**src/rtl/ctrl_pkg.sv**
```systemverilog
// Shared encodings for the multicycle controller: FSM states, opcodes,
// datapath select codes and the decoded instruction class.
package ctrl_pkg;

    typedef enum logic [2:0] {
        ST_IDLE   = 3'd0,
        ST_FETCH  = 3'd1,
        ST_DECODE = 3'd2,
        ST_EXEC   = 3'd3,
        ST_MEM    = 3'd4,
        ST_WB     = 3'd5,
        ST_HALT   = 3'd6
    } state_e;

    localparam logic [3:0] OP_RTYPE = 4'h0;
    localparam logic [3:0] OP_ADDI  = 4'h1;
    localparam logic [3:0] OP_LUI   = 4'h2;
    localparam logic [3:0] OP_LW    = 4'h3;
    localparam logic [3:0] OP_SW    = 4'h4;
    localparam logic [3:0] OP_BEQ   = 4'h5;
    localparam logic [3:0] OP_JAL   = 4'h6;
    localparam logic [3:0] OP_HALT  = 4'hF;

    typedef enum logic [1:0] {
        PC_PLUS1  = 2'd0,
        PC_BRANCH = 2'd1,
        PC_JUMP   = 2'd2
    } pc_src_e;

    typedef enum logic [1:0] {
        IMM_SEXT12 = 2'd0,
        IMM_ZEXT   = 2'd1,
        IMM_UPPER  = 2'd2
    } imm_sel_e;

    typedef enum logic [1:0] {
        ALU_ADD   = 2'd0,
        ALU_SUB   = 2'd1,
        ALU_FUNCT = 2'd2
    } alu_op_e;

    typedef enum logic [1:0] {
        WB_ALU  = 2'd0,
        WB_MEM  = 2'd1,
        WB_LINK = 2'd2
    } wb_sel_e;

    typedef enum logic [2:0] {
        CLS_RTYPE   = 3'd0,
        CLS_ITYPE   = 3'd1,
        CLS_LOAD    = 3'd2,
        CLS_STORE   = 3'd3,
        CLS_BRANCH  = 3'd4,
        CLS_JUMP    = 3'd5,
        CLS_HALT    = 3'd6,
        CLS_ILLEGAL = 3'd7
    } instr_class_e;

    typedef struct packed {
        instr_class_e cls;
        imm_sel_e     imm;
    } decoded_t;

    // Classes whose second ALU operand is the extended immediate.
    function automatic logic uses_imm(instr_class_e cls);
        return (cls == CLS_ITYPE) || (cls == CLS_LOAD) || (cls == CLS_STORE);
    endfunction

endpackage

```
**src/rtl/multicycle_control_if.sv**
```systemverilog
// Controller <-> datapath/memory signal bundle. Optional performance counter
// outputs appear only when CTRL_PERF_CNT_EN is defined.
interface multicycle_control_if #(
    parameter int OPC_W = 4
);
    logic             run;
    logic [OPC_W-1:0] opcode;
    logic             alu_zero;
    logic             mem_ready;

    logic [2:0]       state;
    logic             ir_write;
    logic             pc_write;
    logic [1:0]       pc_src;
    logic [1:0]       imm_sel;
    logic             alu_src_b;
    logic [1:0]       alu_op;
    logic             mem_req;
    logic             mem_we;
    logic             reg_write;
    logic [1:0]       wb_sel;
    logic             halted;
    logic             fault;
`ifdef CTRL_PERF_CNT_EN
    logic [15:0]      retired;
    logic [15:0]      stall_cycles;
`endif

    modport master (
        input  run, opcode, alu_zero, mem_ready,
        output state, ir_write, pc_write, pc_src, imm_sel, alu_src_b, alu_op,
               mem_req, mem_we, reg_write, wb_sel, halted, fault
`ifdef CTRL_PERF_CNT_EN
        , output retired, stall_cycles
`endif
    );

    modport slave (
        output run, opcode, alu_zero, mem_ready,
        input  state, ir_write, pc_write, pc_src, imm_sel, alu_src_b, alu_op,
               mem_req, mem_we, reg_write, wb_sel, halted, fault
`ifdef CTRL_PERF_CNT_EN
        , input retired, stall_cycles
`endif
    );

endinterface

```
**src/rtl/ctrl_decode.sv**
```systemverilog
// Combinational opcode decoder: maps the IR opcode to an instruction class
// plus the immediate extension mode that class uses.
module ctrl_decode
    import ctrl_pkg::*;
#(
    parameter int OPC_W = 4
) (
    input  logic [OPC_W-1:0] opcode,
    output decoded_t         dec
);

    always_comb begin
        // NOTE: every field is given a default before the case so no input
        // combination leaves it unassigned, which would otherwise infer a latch.
        dec.cls = CLS_ILLEGAL;
        dec.imm = IMM_SEXT12;
        case (opcode)
            OPC_W'(OP_RTYPE): dec.cls = CLS_RTYPE;
            OPC_W'(OP_ADDI):  dec.cls = CLS_ITYPE;
            OPC_W'(OP_LUI): begin
                dec.cls = CLS_ITYPE;
                dec.imm = IMM_UPPER;
            end
            OPC_W'(OP_LW):    dec.cls = CLS_LOAD;
            OPC_W'(OP_SW):    dec.cls = CLS_STORE;
            OPC_W'(OP_BEQ):   dec.cls = CLS_BRANCH;
            OPC_W'(OP_JAL):   dec.cls = CLS_JUMP;
            OPC_W'(OP_HALT):  dec.cls = CLS_HALT;
            default:          dec.cls = CLS_ILLEGAL;
        endcase
    end

endmodule

```
**src/rtl/multicycle_control.sv**
```systemverilog
// Multicycle control FSM (fetch/decode/exec/mem/wb) with memory handshake,
// timeout and sticky fault. Define CTRL_PERF_CNT_EN for retired/stall counters.
module multicycle_control
    import ctrl_pkg::*;
#(
    parameter int OPC_W       = 4,
    parameter int MEM_TIMEOUT = 15
) (
    input  logic                 CLK,
    input  logic                 RST_N,
    multicycle_control_if.master ctrl
);

    localparam int CNT_W = (MEM_TIMEOUT < 2) ? 1 : $clog2(MEM_TIMEOUT + 1);

    state_e           state_q;
    state_e           state_d;
    decoded_t         dec;
    decoded_t         dec_q;
    logic [CNT_W-1:0] wait_cnt;
    logic             fault_q;
    logic             stalled;
    logic             timeout_hit;
    logic             illegal_hit;

    ctrl_decode #(.OPC_W(OPC_W)) u_decode (
        .opcode (ctrl.opcode),
        .dec    (dec)
    );

    assign stalled     = ((state_q == ST_FETCH) || (state_q == ST_MEM)) && !ctrl.mem_ready;
    assign timeout_hit = (MEM_TIMEOUT != 0) && stalled
                         && ((int'(wait_cnt) + 1) >= MEM_TIMEOUT);
    assign illegal_hit = (state_q == ST_DECODE) && (dec.cls == CLS_ILLEGAL);

    always_ff @(posedge CLK) begin
        // NOTE: registers use non-blocking assignments so every flop samples
        // the pre-edge values regardless of statement order.
        if (!RST_N) state_q <= ST_IDLE;
        else        state_q <= state_d;
    end

    always_comb begin
        state_d = state_q;
        case (state_q)
            ST_IDLE:   if (ctrl.run) state_d = ST_FETCH;
            ST_FETCH: begin
                if (ctrl.mem_ready)  state_d = ST_DECODE;
                else if (timeout_hit) state_d = ST_HALT;
            end
            ST_DECODE: begin
                case (dec.cls)
                    CLS_HALT:    state_d = ST_HALT;
                    CLS_ILLEGAL: state_d = ST_FETCH;
                    default:     state_d = ST_EXEC;
                endcase
            end
            ST_EXEC: begin
                case (dec_q.cls)
                    CLS_LOAD, CLS_STORE:  state_d = ST_MEM;
                    CLS_BRANCH, CLS_JUMP: state_d = ST_FETCH;
                    default:              state_d = ST_WB;
                endcase
            end
            ST_MEM: begin
                if (ctrl.mem_ready)   state_d = (dec_q.cls == CLS_LOAD) ? ST_WB : ST_FETCH;
                else if (timeout_hit) state_d = ST_HALT;
            end
            ST_WB:     state_d = ST_FETCH;
            ST_HALT:   state_d = ST_HALT;
            default:   state_d = ST_IDLE;
        endcase
    end

    // The instruction class is captured in DECODE so later states do not
    // depend on the opcode input staying put.
    always_ff @(posedge CLK) begin
        if (!RST_N) begin
            wait_cnt <= '0;
            fault_q  <= 1'b0;
            dec_q    <= '0;
        end else begin
            if (stalled && (state_d == state_q)) wait_cnt <= wait_cnt + 1'b1;
            else                                 wait_cnt <= '0;
            if (illegal_hit || timeout_hit)      fault_q  <= 1'b1;
            if (state_q == ST_DECODE)            dec_q    <= dec;
        end
    end

    assign ctrl.state = state_q;
    assign ctrl.fault = fault_q;

    always_comb begin
        ctrl.ir_write  = 1'b0;
        ctrl.pc_write  = 1'b0;
        ctrl.pc_src    = PC_PLUS1;
        ctrl.imm_sel   = IMM_SEXT12;
        ctrl.alu_src_b = 1'b0;
        ctrl.alu_op    = ALU_ADD;
        ctrl.mem_req   = 1'b0;
        ctrl.mem_we    = 1'b0;
        ctrl.reg_write = 1'b0;
        ctrl.wb_sel    = WB_ALU;
        ctrl.halted    = 1'b0;

        // Immediate operand selection is held from EXEC through MEM and WB.
        if ((state_q == ST_EXEC || state_q == ST_MEM || state_q == ST_WB)
            && uses_imm(dec_q.cls)) begin
            ctrl.imm_sel   = dec_q.imm;
            ctrl.alu_src_b = 1'b1;
        end

        case (state_q)
            ST_FETCH: begin
                ctrl.mem_req = 1'b1;
                if (ctrl.mem_ready) begin
                    ctrl.ir_write = 1'b1;
                    ctrl.pc_write = 1'b1;
                end
            end
            ST_EXEC: begin
                case (dec_q.cls)
                    CLS_RTYPE: ctrl.alu_op = ALU_FUNCT;
                    CLS_BRANCH: begin
                        ctrl.alu_op   = ALU_SUB;
                        ctrl.pc_write = ctrl.alu_zero;
                        ctrl.pc_src   = PC_BRANCH;
                    end
                    CLS_JUMP: begin
                        ctrl.reg_write = 1'b1;
                        ctrl.wb_sel    = WB_LINK;
                        ctrl.pc_write  = 1'b1;
                        ctrl.pc_src    = PC_JUMP;
                    end
                    default: ctrl.alu_op = ALU_ADD;
                endcase
            end
            ST_MEM: begin
                ctrl.mem_req = 1'b1;
                ctrl.mem_we  = (dec_q.cls == CLS_STORE);
            end
            ST_WB: begin
                ctrl.reg_write = 1'b1;
                ctrl.wb_sel    = (dec_q.cls == CLS_LOAD) ? WB_MEM : WB_ALU;
            end
            ST_HALT: ctrl.halted = 1'b1;
            default: ;
        endcase
    end

`ifdef CTRL_PERF_CNT_EN
    logic [15:0] retired_q;
    logic [15:0] stall_q;
    logic        retire_evt;

    assign retire_evt = ((state_d == ST_FETCH) && (state_q inside {ST_EXEC, ST_MEM, ST_WB}))
                     || ((state_d == ST_HALT) && (state_q != ST_HALT));

    always_ff @(posedge CLK) begin
        if (!RST_N) begin
            retired_q <= '0;
            stall_q   <= '0;
        end else begin
            if (retire_evt) retired_q <= retired_q + 16'd1;
            if (stalled)    stall_q   <= stall_q + 16'd1;
        end
    end

    assign ctrl.retired      = retired_q;
    assign ctrl.stall_cycles = stall_q;
`endif

endmodule

```
**src/flat_wrapper.sv**
```systemverilog
// flat-port wrapper written by rule: the top's interface ports become plain ports
module multicycle_control_flat import ctrl_pkg::*;
#(
    parameter int OPC_W       = 4,
    parameter int MEM_TIMEOUT = 15
)
  (CLK, RST_N, ctrl_run, ctrl_opcode, ctrl_alu_zero, ctrl_mem_ready, ctrl_state, ctrl_ir_write, ctrl_pc_write, ctrl_pc_src, ctrl_imm_sel, ctrl_alu_src_b, ctrl_alu_op, ctrl_mem_req, ctrl_mem_we, ctrl_reg_write, ctrl_wb_sel, ctrl_halted, ctrl_fault);
  multicycle_control_if #(.OPC_W(OPC_W)) ctrl_i ();
  input  logic CLK;
  input  logic RST_N;
  input wire logic [$bits(ctrl_i.run)-1:0] ctrl_run;
  input wire logic [$bits(ctrl_i.opcode)-1:0] ctrl_opcode;
  input wire logic [$bits(ctrl_i.alu_zero)-1:0] ctrl_alu_zero;
  input wire logic [$bits(ctrl_i.mem_ready)-1:0] ctrl_mem_ready;
  output wire logic [$bits(ctrl_i.state)-1:0] ctrl_state;
  output wire logic [$bits(ctrl_i.ir_write)-1:0] ctrl_ir_write;
  output wire logic [$bits(ctrl_i.pc_write)-1:0] ctrl_pc_write;
  output wire logic [$bits(ctrl_i.pc_src)-1:0] ctrl_pc_src;
  output wire logic [$bits(ctrl_i.imm_sel)-1:0] ctrl_imm_sel;
  output wire logic [$bits(ctrl_i.alu_src_b)-1:0] ctrl_alu_src_b;
  output wire logic [$bits(ctrl_i.alu_op)-1:0] ctrl_alu_op;
  output wire logic [$bits(ctrl_i.mem_req)-1:0] ctrl_mem_req;
  output wire logic [$bits(ctrl_i.mem_we)-1:0] ctrl_mem_we;
  output wire logic [$bits(ctrl_i.reg_write)-1:0] ctrl_reg_write;
  output wire logic [$bits(ctrl_i.wb_sel)-1:0] ctrl_wb_sel;
  output wire logic [$bits(ctrl_i.halted)-1:0] ctrl_halted;
  output wire logic [$bits(ctrl_i.fault)-1:0] ctrl_fault;
  assign ctrl_i.run = ctrl_run;
  assign ctrl_i.opcode = ctrl_opcode;
  assign ctrl_i.alu_zero = ctrl_alu_zero;
  assign ctrl_i.mem_ready = ctrl_mem_ready;
  assign ctrl_state = ctrl_i.state;
  assign ctrl_ir_write = ctrl_i.ir_write;
  assign ctrl_pc_write = ctrl_i.pc_write;
  assign ctrl_pc_src = ctrl_i.pc_src;
  assign ctrl_imm_sel = ctrl_i.imm_sel;
  assign ctrl_alu_src_b = ctrl_i.alu_src_b;
  assign ctrl_alu_op = ctrl_i.alu_op;
  assign ctrl_mem_req = ctrl_i.mem_req;
  assign ctrl_mem_we = ctrl_i.mem_we;
  assign ctrl_reg_write = ctrl_i.reg_write;
  assign ctrl_wb_sel = ctrl_i.wb_sel;
  assign ctrl_halted = ctrl_i.halted;
  assign ctrl_fault = ctrl_i.fault;
  multicycle_control #(.OPC_W(OPC_W), .MEM_TIMEOUT(MEM_TIMEOUT)) u_core (.CLK(CLK), .RST_N(RST_N), .ctrl(ctrl_i));
endmodule
```
**config.mk**
```make
export PLATFORM = sky130hd
export DESIGN_NAME = multicycle_control_flat
export DESIGN_NICKNAME = d
export VERILOG_FILES = /design/src/rtl/ctrl_pkg.sv /design/src/rtl/multicycle_control_if.sv /design/src/rtl/ctrl_decode.sv /design/src/rtl/multicycle_control.sv /design/src/flat_wrapper.sv
export SDC_FILE = /design/constraint.sdc
export NUM_CORES = 1
export LEC_CHECK = 0
export CORE_MARGIN = 2
export CORE_UTILIZATION = 45
export CTS_BUF_LIST = sky130_fd_sc_hd__clkbuf_8
export CTS_CLUSTER_SIZE = 40
export DETAILED_ROUTE_END_ITERATION = 7
export DONT_BUFFER_PORTS = 1
export GPL_TIMING_DRIVEN = 0
export SYNTH_ARGS = -nofsm -noshare
export SYNTH_HDL_FRONTEND = slang
export SYNTH_SLANG_ARGS = --single-unit
```
**constraint.sdc**
```tcl
create_clock -name CLK -period 1.8 [get_ports CLK]
set_input_delay 0.18 -clock CLK [delete_from_list [all_inputs] [get_ports CLK]]
set_output_delay 0.18 -clock CLK [all_outputs]
set_load 0.02 [all_outputs]
```
======== After elaboration in Yosys (flattened, before gate mapping) ========
Cells that the tools add are included.
Widths: inputs -> output; s select.
cells by class
  add/sub/neg operators ................... 2
  multiply operators ...................... 0
  divide/modulo/power cells ............... 0
  order comparisons ....................... 1
  eq/ne operators ......................... 21
  shifts and indexed selects .............. 0
  mux-type cells .......................... 28
  bitwise operators ....................... 0
  reductions and logical operators ........ 20
operators with widths
  cell                 number
  $pmux 3 s7           2
  $ge 32x5->1 const B  1
  $eq 3x3->1 const B   7
  $mux 3               5
  $eq 3x2->1 const B   4
  $eq 4x3->1 const B   3
  $pmux 2 s2           3
  $pmux 3 s2           2
  $mux 2               5
  $eq 4x2->1 const B   2
  $mux 1               8
  $reduce_or 2->1      4
  $eq 3x1->1 const B   2
  $logic_not 3->1      2
  $logic_or 1x1->1     6
  $pmux 1 s2           3
  $add 4x1->5 const B  1
  $logic_and 1x1->1    5
  $add 4x1->4 const B  1
  $eq 4x1->1 const B   1
  $eq 4x4->1 const B   1
  $logic_not 4->1      1
  $eq 3x3->1           1
  $reduce_and 2->1     1
  $logic_not 1->1      1
storage, ports and cells
  flip-flop bits (word level) ............. 13
  bits in latches ......................... 0
  memory bits (writable) .................. 0
  ROM bits ................................ 0
  input bits .............................. 9
  output and inout bits ................... 19
  memories kept ........................... 0

======== Longest topological paths before layout ========
  depth in word-level cells ............... 10
  mapped depth ............................ 7
  depth with buffers taken out ............ 7

======== Modules after synthesis ========
Synthesis repeated with hierarchy kept, for this count alone.
unflattened totals
  cell total of the unflattened synthesis .. 113
  area, all modules ....................... 930.9 µm²
modules (own cells, without submodules)
  module              times used  cells an instance  area each (µm²)  seq. area each (µm²)
  multicycle_control  1           101                845.8            260.2
  ctrl_decode         1           12                 85.1             0.0

======== Worst setup path after synthesis ========
Ideal clock, no wire load.
  kind .................................... register to output
  start point ............................. register u_core.state_q[1], in the netlist u_core.ctrl.state[1]
  end point ............................... output port ctrl_pc_src[0]
  data arrival time ....................... 1.788 ns
  path slack .............................. -0.168 ns
  stages on the path, launching flop included .. 7
  path buffers ............................ 3
  cell sequence ........................... dfxtp_1 buf_4 inv_4 or2_1 buf_6 nor3_1 buf_4
on the way
  word-level cells in the longest chain between the ends .. 2
ends and longest elaborated chain
  element                 RTL line                   text
  start, declared         multicycle_control.sv:16   state_e state_q;
  start signal, assigned  multicycle_control.sv:40   else state_q <= state_d;
  $eq 3x2->1              multicycle_control.sv:113  case (state_q)
  $mux 2                  multicycle_control.sv:113
  end, declared           flat_wrapper.sv:18         output wire logic [$bits(ctrl_i.pc_src)-1:0] ctrl_pc_src;
Every way passes these cells.

======== Worst setup path after layout ========
  start point ............................. register u_core.state_q[0], in the netlist u_core.ctrl.state[0]
  end point ............................... output port ctrl_imm_sel[1]
on the way
  word-level cells in the longest chain between the ends .. 5
  elaborated cells between the ends (all ways) .. 7
  those cells by class .................... eq/ne: 3; mux: 1; reduce/logical: 3
ends and longest elaborated chain
  element                                   RTL line                   text
  $eq 3x2->1 or $eq 3x3->1 (tied branches)  multicycle_control.sv:107  if ((state_q == ST_EXEC || state_q == ST_MEM || state_q == ST_WB)
  $logic_or 1x1->1                          multicycle_control.sv:107
  $logic_or 1x1->1 (*)                      multicycle_control.sv:107
  $logic_and 1x1->1 (*)                     multicycle_control.sv:108  && uses_imm(dec_q.cls)) begin
  $mux 2 (*)                                multicycle_control.sv:107
  end, declared                             flat_wrapper.sv:19         output wire logic [$bits(ctrl_i.imm_sel)-1:0] ctrl_imm_sel;
Mark *: on every way between the ends. The rest lies on a longest branch, timed or not.

==> metrics <==
status=finished with violations; failing checks=negative setup slack; DP HPWL=approximately 1500 um; Tmin final=~1.9 ns; static leakage=between 0.0004 and 0.0005 uW; final number of max-transition violations=0; core area=a little under 2000 um^2; vias in the first global route=786; Via density=between 5 and 6; Post-synth top cells=nor2_1, dfxtp_1, a21oi_1; Initial Util=between 40% and 50%; Total Power=approximately 740 uW; gr usage total=18.8%; later-pin clock latency in the skew report=0.25 ns; final std cells w/o fill=about 160; CTS Hold Bufs=0; Net Switching=around 210 uW; post-route antenna net violation count=0; area share of the leading cell type in the synthesized netlist=a little over a quarter; syn_area_per_cell=about 7.5 um^2; most common cell in the synthesized netlist=nor2_1; max_cap viols=0; I/O pins=28; ys async rst share=0%; ranking of synthesized cells by area=dfxtp_1, nor2_1, a21oi_1; CP required=1.62 ns; Final setup violation count=3; First DRT Iteration DRCs=24; final worst slack=-0.120 ns; switching share of power=~28%; count of input and output buffers=0; die area=around 2400 um^2; reg2reg start=u_core.wait_cnt[0]; H-Tree Depth=1; largest net degree at the start of global routing=11; Comb pwr share=20.0%; global-route wire length before repair=3440 um; Pint=around 530 uW; placed cell count=~150; Num CTS Buffers=3; Netlist Area Pre-Place=~900 um^2; vias=840; hold path cells=2; Seq/Total Area, Yosys=between 20% and 30%; fmax=approximately 520 MHz; Cell Chain, Critical Path=buf_6 -> nand2b_4 -> or2_1 -> buf_6 -> a211oi_4 -> and2_4; drt pass-1 iters=4; CP most frequent cell=buf_6; crit-path max cell delay=0.38 ns; Synth Instances=120; CP max-delay cell=dfxtp_4; Sequential Power Share=39.3%; Area Overhead vs Synth=21.9%; clock buffer depth=2; Critical R2R Capture=u_core.ctrl.state[2]; Clock transition at path regs=0.06 ns; power per cell area=just under 700 nW/um^2; Post-synth EDFFs=0; Hold WC Path Type=in -> reg; Die W=a little under 50 um; setup_tns=-0.223 ns; FF+latch count, synth=12; gpl congestion=slightly above 0.8; Slew headroom=between 50% and 60%; Crit path max-delay family=simple AND/OR/NAND/NOR gates; clock share of power=between 40% and 50%; Buf/Inv on CP=2; global route total overflow=0; chip height=about 50 um; DRC violations left=0; Final nets=144; WL final=approximately 2000 um; final instance area=about 1100 um^2; Endpoint, Worst Hold=u_core.dec_q[3]; HP Start=ctrl_opcode[3]; Max Clock Skew=0.00223 ns; initial antenna violation count=0; Synthesis Warnings=0; FP Rows=16; leading area contributor after synthesis=dfxtp_1; clock root buffer=clkbuf_8; RSZ-0062 raised after global routing=yes; total count of hold-check failures in the final report=0; layout cell share with drive strength beyond 1=28.8%; kind of critical path=reg -> out; Sink Count=12; total inserted antenna cells=0; crit path launch type=flip-flop; Worst EP arrival=around 1.7 ns; Worst IR Drop VDD=approximately 350 uV; actual slew at the worst max-slew pin=0.681 ns; R2R setup slack=roughly 0.13 ns; reg2reg path depth=7; routed len/inst=approximately 13 um; crit path max fanout=4; CTS tree=done; Critical Path End Type=output pin; Fillers=191; Yosys cell types=38; crit share post-route=107%; Placed Area=938 um^2; Net Count, Synth=~130; Synth Flop Type=dfxtp_1
[registers in the layout, summed over array words and instances (netlist names)]
| register | cells |
|---|---|
| u_core.dec_q | 4 |
| u_core.wait_cnt | 4 |
| u_core.ctrl.state | 3 |
| u_core.ctrl.fault | 1 |
[logic make-up (layout without fill, tap and decap cells)]
| family | count (synthesis) | after routing | share of synthesized area (%) |
|---|---|---|---|
| fa+ha+maj | 2 | 2 | 2.79 |
| xor+xnor | 5 | 5 | 4.88 |
| buf+inv | 17 | 29 | 10.6 |
| flops | 12 | 12 | 26.8 |
| simple gates | 54 | 54 | 32.4 |
| compound gates | 29 | 29 | 22.2 |
| other cells | 1 | 1 | 0.418 |
[layout make-up]
cell class	instances	area, um^2	share of cell area (%)
Sequential cell	12	249	22.8
Tap cell	27	33.8	3.09
Buffer	12	81.3	7.44
Timing Repair Buffer	8	60.1	5.49
Multi-Input combinational cell	91	591	54.0
Inverter	5	23.8	2.17
Clock buffer	4	55.1	5.03
[power by group through the flow]
stage | sequential, uW | combinational [uW] | clock, uW
global route | 292 | 164 | 323
global placement | 295 | 121 | 0
finish | 291 | 148 | 302
floorplan | 294 | 105 | 0
CTS | 291 | 141 | 310
detailed placement | 296 | 124 | 0
[what timing repair did]
item	4_1_cts	5_1_grt
pin swaps	3	3
hold endpoints to repair	0	0
resized for setup	9	4
endpoints found under the setup margin	10	7
setup buffers	6	2
[cell usage in the layout (no fill, tap or decap), types with 2 or more instances in the layout]
cell / count
xnor2_1: 5
nor3_1: 2
nor4b_1: 2
nor3_2: 2
dfxtp_4: 2
inv_1: 4
nand2b_1: 2
a21oi_1: 10
buf_6: 3
nand3_1: 4
o21ai_0: 8
clkbuf_1: 2
clkbuf_8: 4
o31a_1: 3
dfxtp_1: 9
nor2_1: 16
nor3b_2: 2
and2_1: 2
buf_2: 4
nor2b_1: 4
nor3b_1: 2
nand2_1: 6
buf_4: 10
ha_1: 2
nor2_2: 2
[metal layers]
layer,routed length (um),vias up,share of wire [%],track usage (%)
met5,0,-,0,0
met4,57,0,2.8,11.9
met3,147,7,7.1,4.32
met2,976,28,47,30.1
met1,877,375,43,22.6
li1,-,430,-,-
[how the worst max path moves through the flow]
stage,from,to,slack [ns],cells past startpoint
after floorplan,u_core.ctrl.state[1],ctrl_alu_op[1],-0.03,5
after global placement,u_core.ctrl.state[1],ctrl_alu_op[1],-0.13,5
after global routing,u_core.ctrl.state[1],ctrl_imm_sel[1],-0.17,6
after CTS,u_core.ctrl.state[0],ctrl_imm_sel[1],-0.14,6
after detailed placement,u_core.ctrl.state[1],ctrl_alu_op[1],-0.12,5
final,u_core.ctrl.state[0],ctrl_imm_sel[1],-0.12,6
[through the flow]
step	utilization, %	setup WS (ns)	hold WS (ns)
floorplan	-	-0.0315	0.332
global placement	48.8	-0.125	0.342
detailed placement	48.8	-0.125	0.346
CTS	55.5	-0.139	0.0918
global route	56.9	-0.175	0.110
finish	56.9	-0.120	0.105
Power figures use the tool's default switching activity.
